$ cat config.mk
export PLATFORM = sky130hd
export DESIGN_NAME = alu_muldiv_seq
export DESIGN_NICKNAME = d
export VERILOG_FILES = /design/src/rtl/alu_pkg.sv /design/src/rtl/muldiv_negate.sv /design/src/rtl/alu_muldiv_seq.sv
export SDC_FILE = /design/constraint.sdc
export NUM_CORES = 1
export LEC_CHECK = 0
export BUFFER_PORTS_ARGS = -buffer_cell sky130_fd_sc_hd__buf_2
export CAP_MARGIN = 20
export CORE_UTILIZATION = 30
export CTS_CLUSTER_SIZE = 14
export DETAILED_ROUTE_END_ITERATION = 8
export GPL_ROUTABILITY_DRIVEN = 0
export SLEW_MARGIN = 25
export SYNTH_ARGS = -nofsm -noshare
export SYNTH_HDL_FRONTEND = slang
export SYNTH_HIERARCHICAL = 1
export SYNTH_SLANG_ARGS = --single-unit
$ cat constraint.sdc
create_clock -name clk -period 3.7 [get_ports clk]
set_input_delay 0.74 -clock clk [delete_from_list [all_inputs] [get_ports clk]]
set_output_delay 0.74 -clock clk [all_outputs]
set_load 0.01 [all_outputs]
$ cat src/rtl/alu_pkg.sv
// Shared ALU package: funct3 encodings for the RV32M group, the
// sequential multiply/divide FSM states, and the combinational ALU
// control table so both execute-stage ALUs decode from one place.
package alu_pkg;

  // RV32M funct3 encodings
  localparam logic [2:0] MUL_OP    = 3'b000;
  localparam logic [2:0] MULH_OP   = 3'b001;
  localparam logic [2:0] MULHSU_OP = 3'b010;
  localparam logic [2:0] MULHU_OP  = 3'b011;
  localparam logic [2:0] DIV_OP    = 3'b100;
  localparam logic [2:0] DIVU_OP   = 3'b101;
  localparam logic [2:0] REM_OP    = 3'b110;
  localparam logic [2:0] REMU_OP   = 3'b111;

  // Combinational ALU control table
  localparam logic [3:0] ALU_ADD  = 4'b0000;
  localparam logic [3:0] ALU_SUB  = 4'b0001;
  localparam logic [3:0] ALU_AND  = 4'b0010;
  localparam logic [3:0] ALU_OR   = 4'b0011;
  localparam logic [3:0] ALU_XOR  = 4'b0100;
  localparam logic [3:0] ALU_SLL  = 4'b0101;
  localparam logic [3:0] ALU_SRL  = 4'b0110;
  localparam logic [3:0] ALU_SRA  = 4'b0111;
  localparam logic [3:0] ALU_SLT  = 4'b1000;
  localparam logic [3:0] ALU_SLTU = 4'b1001;

  // Multiply/divide sequencer states
  typedef enum logic [2:0] {
    IDLE  = 3'd0,
    PREP  = 3'd1,
    CALC  = 3'd2,
    FIXUP = 3'd3,
    DONE  = 3'd4
  } state_e;

  // rs1 is treated as signed for MULH, MULHSU, DIV and REM
  function automatic logic a_is_signed(input logic [2:0] op);
    return (op == MULH_OP) || (op == MULHSU_OP) || (op == DIV_OP) || (op == REM_OP);
  endfunction

  // rs2 is treated as signed for MULH, DIV and REM
  function automatic logic b_is_signed(input logic [2:0] op);
    return (op == MULH_OP) || (op == DIV_OP) || (op == REM_OP);
  endfunction

endpackage

$ cat src/rtl/muldiv_negate.sv
// Conditional two's-complement: out = en ? -in : in.
module muldiv_negate #(
  parameter int WIDTH = 32
) (
  input  logic             en,
  input  logic [WIDTH-1:0] in,
  output logic [WIDTH-1:0] out
);

  assign out = en ? (~in + WIDTH'(1)) : in;

endmodule

$ cat src/rtl/alu_muldiv_seq.sv
// Iterative RV32M multiply/divide unit (radix-2 shift-add multiply,
// restoring divide). Valid/ready on both sides; busy while not IDLE.
// Optional build macro MULDIV_BYPASS_EN: trivial cases (divide by zero,
// signed divide overflow, multiply by zero) are resolved in PREP and
// skip the iterative loop.
module alu_muldiv_seq
  import alu_pkg::*;
#(
  parameter int WIDTH = 32,
  parameter int CNT_W = $clog2(WIDTH) + 1
) (
  input  logic             clk,
  input  logic             rst_n,
  input  logic             flush,
  input  logic             in_valid,
  output logic             in_ready,
  input  logic [2:0]       op,
  input  logic [WIDTH-1:0] DATA_A,
  input  logic [WIDTH-1:0] DATA_B,
  output logic             out_valid,
  input  logic             out_ready,
  output logic [WIDTH-1:0] OUT,
  output logic             busy,
  output logic             dz
);

  state_e             state_q;
  logic [2:0]         op_q;
  logic [WIDTH-1:0]   a_q, b_q;
  logic [WIDTH-1:0]   opnd_q;      // multiplicand or divisor magnitude
  logic [2*WIDTH-1:0] acc_q;       // {hi, lo}: product, or {remainder, quotient}
  logic [CNT_W-1:0]   cnt_q;
  logic               mul_neg_q, quo_neg_q, rem_neg_q, dz_pend_q, byp_q;

  logic               is_div, b_zero, neg_a, neg_b;
  logic [WIDTH-1:0]   lo_in, hi_in, lo_out, hi_out;
  logic               lo_en, hi_en;
  logic [2*WIDTH-1:0] prod, acc_next;
  logic [WIDTH:0]     mul_sum, div_trial;
  logic [WIDTH-1:0]   div_rem, fix_result;
  logic               div_fits;

  assign is_div = op_q[2];
  assign b_zero = (b_q == '0);
  assign neg_a  = a_is_signed(op_q) & a_q[WIDTH-1];
  assign neg_b  = b_is_signed(op_q) & b_q[WIDTH-1];

  // Share the two WIDTH negators: operand magnitudes in PREP, quotient/remainder sign fix in FIXUP
  always_comb begin
    // NOTE: every output of an always_comb gets a default first so no path leaves it unassigned (no latch).
    lo_in = acc_q[WIDTH-1:0];
    lo_en = quo_neg_q;
    hi_in = acc_q[2*WIDTH-1:WIDTH];
    hi_en = rem_neg_q;
    if (state_q == PREP) begin
      lo_in = a_q;
      lo_en = neg_a;
      hi_in = b_q;
      hi_en = neg_b;
    end
  end

  muldiv_negate #(.WIDTH(WIDTH)) u_neg_lo (
    .en (lo_en),
    .in (lo_in),
    .out(lo_out)
  );

  muldiv_negate #(.WIDTH(WIDTH)) u_neg_hi (
    .en (hi_en),
    .in (hi_in),
    .out(hi_out)
  );

  muldiv_negate #(.WIDTH(2 * WIDTH)) u_neg_prod (
    .en (mul_neg_q),
    .in (acc_q),
    .out(prod)
  );

  // One radix-2 iteration: shift-add multiply or restoring divide step
  always_comb begin
    mul_sum = {1'b0, acc_q[2*WIDTH-1:WIDTH]};
    if (acc_q[0]) begin
      mul_sum = mul_sum + {1'b0, opnd_q};
    end
    // Shifted partial remainder needs one extra bit before the trial subtract
    div_trial = acc_q[2*WIDTH-1:WIDTH-1];
    div_fits  = (div_trial >= {1'b0, opnd_q});
    div_rem   = div_trial[WIDTH-1:0] - opnd_q;
    if (is_div) begin
      acc_next = div_fits ? {div_rem, acc_q[WIDTH-2:0], 1'b1}
                          : {div_trial[WIDTH-1:0], acc_q[WIDTH-2:0], 1'b0};
    end else begin
      acc_next = {mul_sum, acc_q[WIDTH-1:1]};
    end
  end

  // Final result selection after sign correction
  always_comb begin
    case (op_q)
      MUL_OP:                       fix_result = prod[WIDTH-1:0];
      MULH_OP, MULHSU_OP, MULHU_OP: fix_result = prod[2*WIDTH-1:WIDTH];
      DIV_OP, DIVU_OP:              fix_result = lo_out;
      default:                      fix_result = hi_out;
    endcase
  end

`ifdef MULDIV_BYPASS_EN
  localparam logic [WIDTH-1:0] MIN_VAL = {1'b1, {(WIDTH-1){1'b0}}};

  logic             byp_hit, byp_dz;
  logic [WIDTH-1:0] byp_val;

  // Detect operations whose result is known without iterating
  always_comb begin
    byp_hit = 1'b0;
    byp_dz  = 1'b0;
    byp_val = '0;
    if (is_div) begin
      if (b_zero) begin
        byp_hit = 1'b1;
        byp_dz  = 1'b1;
        byp_val = op_q[1] ? a_q : '1;
      end else if (!op_q[0] && (a_q == MIN_VAL) && (b_q == '1)) begin
        byp_hit = 1'b1;
        byp_val = op_q[1] ? '0 : a_q;
      end
    end else if ((a_q == '0) || b_zero) begin
      byp_hit = 1'b1;
    end
  end
`endif

  // Sequencer FSM with registered handshake outputs
  always_ff @(posedge clk or negedge rst_n) begin
    // NOTE: datapath registers are reset too; this is flop storage, not a RAM, so the cost is negligible and X never escapes.
    if (!rst_n) begin
      state_q   <= IDLE;
      in_ready  <= 1'b1;
      out_valid <= 1'b0;
      busy      <= 1'b0;
      OUT       <= '0;
      dz        <= 1'b0;
      cnt_q     <= '0;
      op_q      <= '0;
      a_q       <= '0;
      b_q       <= '0;
      opnd_q    <= '0;
      acc_q     <= '0;
      mul_neg_q <= 1'b0;
      quo_neg_q <= 1'b0;
      rem_neg_q <= 1'b0;
      dz_pend_q <= 1'b0;
      byp_q     <= 1'b0;
    end else if (flush) begin
      // NOTE: state uses non-blocking assignments so every flop samples pre-edge values.
      state_q   <= IDLE;
      in_ready  <= 1'b1;
      out_valid <= 1'b0;
      busy      <= 1'b0;
    end else begin
      case (state_q)
        IDLE: begin
          if (in_valid) begin
            op_q     <= op;
            a_q      <= DATA_A;
            b_q      <= DATA_B;
            in_ready <= 1'b0;
            busy     <= 1'b1;
            state_q  <= PREP;
          end
        end
        PREP: begin
          // Divide: lo = dividend magnitude, opnd = divisor. Multiply: lo = multiplier, opnd = multiplicand.
          acc_q     <= is_div ? {{WIDTH{1'b0}}, lo_out} : {{WIDTH{1'b0}}, hi_out};
          opnd_q    <= is_div ? hi_out : lo_out;
          cnt_q     <= CNT_W'(WIDTH);
          mul_neg_q <= neg_a ^ neg_b;
          // An all-ones quotient from divide-by-zero must come out unnegated
          quo_neg_q <= (neg_a ^ neg_b) & ~b_zero;
          rem_neg_q <= neg_a;
          dz_pend_q <= is_div & b_zero;
          byp_q     <= 1'b0;
          state_q   <= CALC;
`ifdef MULDIV_BYPASS_EN
          if (byp_hit) begin
            // Result is loaded now; the pass through FIXUP only aligns out_valid
            OUT     <= byp_val;
            dz      <= byp_dz;
            byp_q   <= 1'b1;
            state_q <= FIXUP;
          end
`endif
        end
        CALC: begin
          acc_q <= acc_next;
          cnt_q <= cnt_q - CNT_W'(1);
          if (cnt_q == CNT_W'(1)) begin
            state_q <= FIXUP;
          end
        end
        FIXUP: begin
          if (!byp_q) begin
            OUT <= fix_result;
            dz  <= dz_pend_q;
          end
          out_valid <= 1'b1;
          state_q   <= DONE;
        end
        DONE: begin
          if (out_ready) begin
            out_valid <= 1'b0;
            in_ready  <= 1'b1;
            busy      <= 1'b0;
            state_q   <= IDLE;
          end
        end
        default: begin
          state_q   <= IDLE;
          in_ready  <= 1'b1;
          out_valid <= 1'b0;
          busy      <= 1'b0;
        end
      endcase
    end
  end

endmodule
; ---- Word level (Yosys, flattened, before mapping)
; Cells that the tools add are included.
; W data, S select, Z words.
[op_classes]
n_addsub = 6
magnitude_cmp = 1
n_eq_ne = 16
n_mux = 30
bitwise = 10
n_reduce_logical = 20
[ops]
columns = cell, n
row1 = $mux W32, 6
row2 = $mux W64, 3
row3 = $pmux W64 S2, 1
row4 = $pmux W32 S3, 1
row5 = $add A32 B1 Y32 const B, 2
row6 = $add A64 B1 Y64 const B, 1
row7 = $not A32 Y32, 2
row8 = $not A64 Y64, 1
row9 = $add A32 B32 Y33, 1
row10 = $ge A33 B32 Y1, 1
row11 = $mux W33, 1
row12 = $logic_not A32 Y1, 1
row13 = $sub A32 B32 Y32, 1
row14 = $pmux W3 S5, 1
row15 = $eq A3 B2 Y1 const B, 4
row16 = $eq A3 B3 Y1 const B, 4
row17 = $mux W3, 4
row18 = $pmux W6 S2, 1
row19 = $mux W1, 9
row20 = $ne A3 B3 Y1 const B, 3
row21 = $pmux W1 S3, 3
row22 = $reduce_and A3 Y1, 3
row23 = $reduce_or A3 Y1, 3
row24 = $reduce_and A2 Y1, 4
row25 = 11 further kinds, 22
[totals]
reg_bits = 212
output_inout_bits = 36
elab_cells = 99

; ---- Depth between registers and ports, before layout
[depth]
ltp_word = 9
mapped_depth = 16
depth_no_buf = 13

; ---- By module
; The synthesis kept the hierarchy.
[by_module_without_submodules]
columns = module, n_inst, cells_each, area_each_um2
row1 = alu_muldiv_seq, 1, 1815, 15529.9
row2 = muldiv_negate at u_neg_prod, 1, 206, 1649.1
row3 = muldiv_negate at u_neg_hi ..., 2, 99, 777.0

; ---- Worst setup path after synthesis
; OpenSTA, ideal clock, no wires.
[synth_timing]
path_type = reg-to-reg
startpoint = register state_q[0]
endpoint = register acc_q[27]
setup_ns = 0.125
arrival_time_ns = 3.412
setup_slack_ns = 0.163
path_stages_with_launch = 13
path_buffers = 3
cell_sequence = dfrtp_1 clkbuf_1 or3b_2 clkbuf_1 clkbuf_1 nand2_1 nand2_1 nor4_4 nand4b_2 o41ai_2 xnor2_1 mux4_2 mux2_2
[synth_between]
elab_chain_cells = 7
word_cells_on_any_way = 16
classes_between = add/sub (2) / eq/ne (2) / mux (8) / bitwise (2) / reduce/logical (2)
[synth_lines]
columns = item, line
row1 = "start, declared", alu_muldiv_seq.sv:27  ; state_e state_q;
row2 = "start signal, assigned", alu_muldiv_seq.sv:139  ; state_q <= IDLE;
row3 = "start signal, assigned", alu_muldiv_seq.sv:158  ; state_q <= IDLE;
row4 = "start signal, assigned", alu_muldiv_seq.sv:171  ; state_q <= PREP;
row5 = $eq A3 B1 Y1, alu_muldiv_seq.sv:55  ; if (state_q == PREP) begin
row6 = $mux W32, alu_muldiv_seq.sv:55
row7 = via hi_in[4], alu_muldiv_seq.sv:36  ; logic [WIDTH-1:0] lo_in, hi_in, lo_out, hi_out;
row8 = $not A32 Y32, muldiv_negate.sv:10  ; assign out = en ? (~in + WIDTH'(1)) : in;
row9 = $add A32 B1 Y32, muldiv_negate.sv:10
row10 = $mux W32, muldiv_negate.sv:10
row11 = via hi_out[27], alu_muldiv_seq.sv:36
row12 = $mux W32, alu_muldiv_seq.sv:176  ; acc_q <= is_div ? {{WIDTH{1'b0}}, lo_out} : {{WIDTH{1'b0}}, hi_out};
row13 = $pmux W64 S2, alu_muldiv_seq.sv:163  ; case (state_q)
row14 = "end signal, assigned", alu_muldiv_seq.sv:176
row15 = "end signal, assigned", alu_muldiv_seq.sv:197  ; acc_q <= acc_next;
row16 = "end, declared", alu_muldiv_seq.sv:31  ; logic [2*WIDTH-1:0] acc_q;
; The timed path passes the listed nets, and every way through them passes these cells.
; A chain may end at the register's enable or synchronous reset.

; ---- Worst setup path in the final report
[layout_timing]
startpoint = register state_q[2]
endpoint = register acc_q[30]
[layout_between]
elab_chain_cells = 7
word_cells_on_any_way = 16
classes_between = add/sub (2) / eq/ne (2) / mux (8) / bitwise (2) / reduce/logical (2)
[layout_lines]
columns = item, line
row1 = $eq A3 B1 Y1, alu_muldiv_seq.sv:55
row2 = $mux W32, alu_muldiv_seq.sv:55
row3 = via lo_in[24], alu_muldiv_seq.sv:36
row4 = $not A32 Y32, muldiv_negate.sv:10
row5 = $add A32 B1 Y32, muldiv_negate.sv:10
row6 = $mux W32, muldiv_negate.sv:10
row7 = via lo_out[30], alu_muldiv_seq.sv:36
row8 = $mux W32, alu_muldiv_seq.sv:176
row9 = $pmux W64 S2, alu_muldiv_seq.sv:163
; The timed path passes the listed nets, and every way through them passes these cells.

==> metrics.yaml <==
ys_seq_elements: 212
timing.setup.tns_ns: 0
synth.area.top_cells: "dfrtp_1 28%, nand2_1 8.3%, xnor2_1 7.6%"
setup_viol: 0
initial_core_util: 0.304
synth_edf_count: 0
final_antenna_net_count: 0
tightest_slew_ns: 0.853
gr-total-overflow: 0
coreArea_um2: 61700
route.detailed.drc: 0
status: "complete, no violations"
synth_nets: 2362
cts_max_level: 1
hold_buffers: 0
vias_per_cell: 5.53
layout-drive-gt1-share: 0.215
critPathMaxFanout: 49
via_count: 17700
cts.path.max_buffers: 3
cts-buffers-inserted: 26
relSlewSlack: 0.431
ys.flop_type: "dfrtp_1"
synth_fa_ha_area_frac: 0.0482
pin_count: 108
areaGrowthSynthToFinish_pct: 17.1
yosys.area.top_type_share: 0.282
grt_max_degree: 86
synth_simple_gate_area_frac: 0.193
first_global_vias: 17500
clkSinkCount: 212
final.setup.worst_slack_ns: 0.0143
fin_area_um2: 21900
rsz0062_at_grt: "true"
hold_path.class: "in2async"
numPortBuffers: 107
synth.area.mux_share: 0.126
num_rows: 91
die_h_um: 252
synth_compound_area_frac: 0.222
critPathLaunchType: "register"
worstPathArrival_ns: 4.13
hold_violations: 0
grt_pass1_wl_um: 101000
synth_area_um2: 18700
die_w_um: 252
max_freq_ghz: 0.271
placed_cell_area_um2: 20900
synth_xor_area_frac: 0.0842
cts-root-buf: "clkbuf_16"
p_leak_nw: 9.45
postSynthCellCount: 2219
yosysTopAreaCell: "dfrtp_1"
synth_top_family_by_area: "compound AO/OA/AOI/OAI gates"
required_ns: 4.14
setup.worst_path.end_class: "register"
cts_tree: "yes"
ys_warn_count: 6
async_reset_ff_frac: 1.00
place_ws_ns: -0.0785
dieArea_um2: 63400
crit_type: "reg2reg"
cts.reportedPaths.clkPinSlew_ns: 0.07
finClkSkew_ns: 0.0240
grt_usage: 0.201
wl_um: 64800
cap_viol_max_count: 0
timing.final.crit_period_ns: 3.69
antenna_found_initial: 1
wl_per_cell_um: 20.2
syn-mean-instance-area_um2: 8.44
fin_nets: 2497
hpwl_um: 49400
antenna_cells: 0
seq_area_frac_synth: 0.283
clock_latency_ns: 0.58
first_pass_iters: 6
slew_viol_final: 0
cellPowerDensity_nw_per_um2: 1080
drtIter0Drc: 1739
ys_types: 94
ir_worst_vdd_v: 0.000555
fin_crit_sh: 0.996
==> path summary, 6_finish.rpt <==
check,start,endpoint,slack [ns],depth (start not counted)
max in group asynchronous,rst_n,in_ready,2.68,2
worst min-delay path,rst_n,a_q[19],0.20,1
worst min register to register,dz_pend_q,dz_pend_q,0.48,2
min in group clk,DATA_A[10],a_q[10],0.39,2
worst max-delay path,state_q[2],acc_q[30],0.01,11
worst max register to register,state_q[2],acc_q[30],0.01,11
==> through the flow <==
step | total power, W | util | hold slack [ns] | std cells
after global routing | 0.0253 | 0.355 | 0.251 | 3211
final | 0.0237 | 0.355 | 0.199 | 3211
after detailed placement | 0.0204 | 0.339 | 0.468 | 3161
after floorplan | 0.0154 | - | 0.435 | 2219
after CTS | 0.0233 | 0.354 | 0.213 | 3209
after global placement | 0.0201 | 0.339 | 0.453 | 3161
==> routing by layer <==
layer,share of wire,global-route usage
met3,0.064,0.0210
met1,0.43,0.266
met2,0.46,0.328
met5,0.00031,0
met4,0.051,0.0966
==> area by class of cell <==
| class | count | area (um2) |
|---|---|---|
| clock buffers | 32 | 703 |
| clock inverters | 16 | 211 |
| fillers | 6404 | 39800 |
| inverters | 67 | 251 |
| multi-input cells | 1805 | 12700 |
| flip-flops and latches | 212 | 5310 |
| well taps | 837 | 1050 |
| repair buffers | 242 | 1670 |
==> flip-flops by register name, summed over array words and instances, names as in the netlist, 3 cells and up <==
signal / cells
cnt_q: 6
acc_q: 64
b_q: 32
a_q: 32
OUT: 32
state_q: 3
op_q: 3
opnd_q: 32
==> cells in the final DEF, fill, tap and decap left out, types with 66 or more instances in the layout <==
cell type | Yosys | final
nand2_1 | 416 | 415
dfrtp_1 | 211 | 207
o21ai_0 | 206 | 197
xnor2_1 | 162 | 162
nor2_1 | 139 | 139
buf_4 | 4 | 126
buf_2 | 11 | 106
mux2_2 | 100 | 100
a21oi_1 | 80 | 80
ha_1 | 69 | 69
inv_1 | 67 | 66
==> critical path: stages (launching register included) <==
cell and delay [ns]:
dfrtp_1 0.43, or3b_2 0.51, buf_12 0.20, buf_4 0.21, nand2_1 0.08, nand2_1 0.13, nor4_2 0.38, nand2_1 0.15
o41ai_1 0.46, xnor2_1 0.20, mux4_2 0.49, mux2_2 0.27
==> report_power, final <==
| part | internal, W | switching [W] |
|---|---|---|
| Sequential | 0.00317 | 0.00116 |
| Combinational | 0.00696 | 0.00971 |
| Clock | 0.00164 | 0.00112 |
| Total | 0.0118 | 0.0120 |
==> cell usage after synthesis (16+ instances only) <==
master and instances:
nor3_1 25, mux2_2 100, o31ai_1 43, ha_1 69
o21bai_1 46, a22oi_1 34, clkbuf_1 99, xor2_1 18
mux2i_1 56, nand4_1 21, mux4_2 30, nor4_1 18
nand2b_1 16, nand2_1 416, o41ai_1 20, o21ai_0 206
buf_1 19, inv_1 67, xnor2_1 162, nand3_1 23
a21o_1 31, nor2_1 139, a21oi_1 80, dfrtp_1 211
==> cells by family after synthesis <==
kind of cell / count (synthesis)
and+or+nand+nor: 760
AOI/OAI and AO/OA: 608
DFF: 212
buffers and inverters: 202
muxes: 186
xor gates and xnor gates: 180
adders and majority gates: 71
==> what timing repair did <==
item	CTS	global route
endpoints found under the setup margin	4	25
setup buffers	0	2
resized for setup	4	14
pin swaps	0	2
Note: power is estimated with default switching activity, not from simulation.
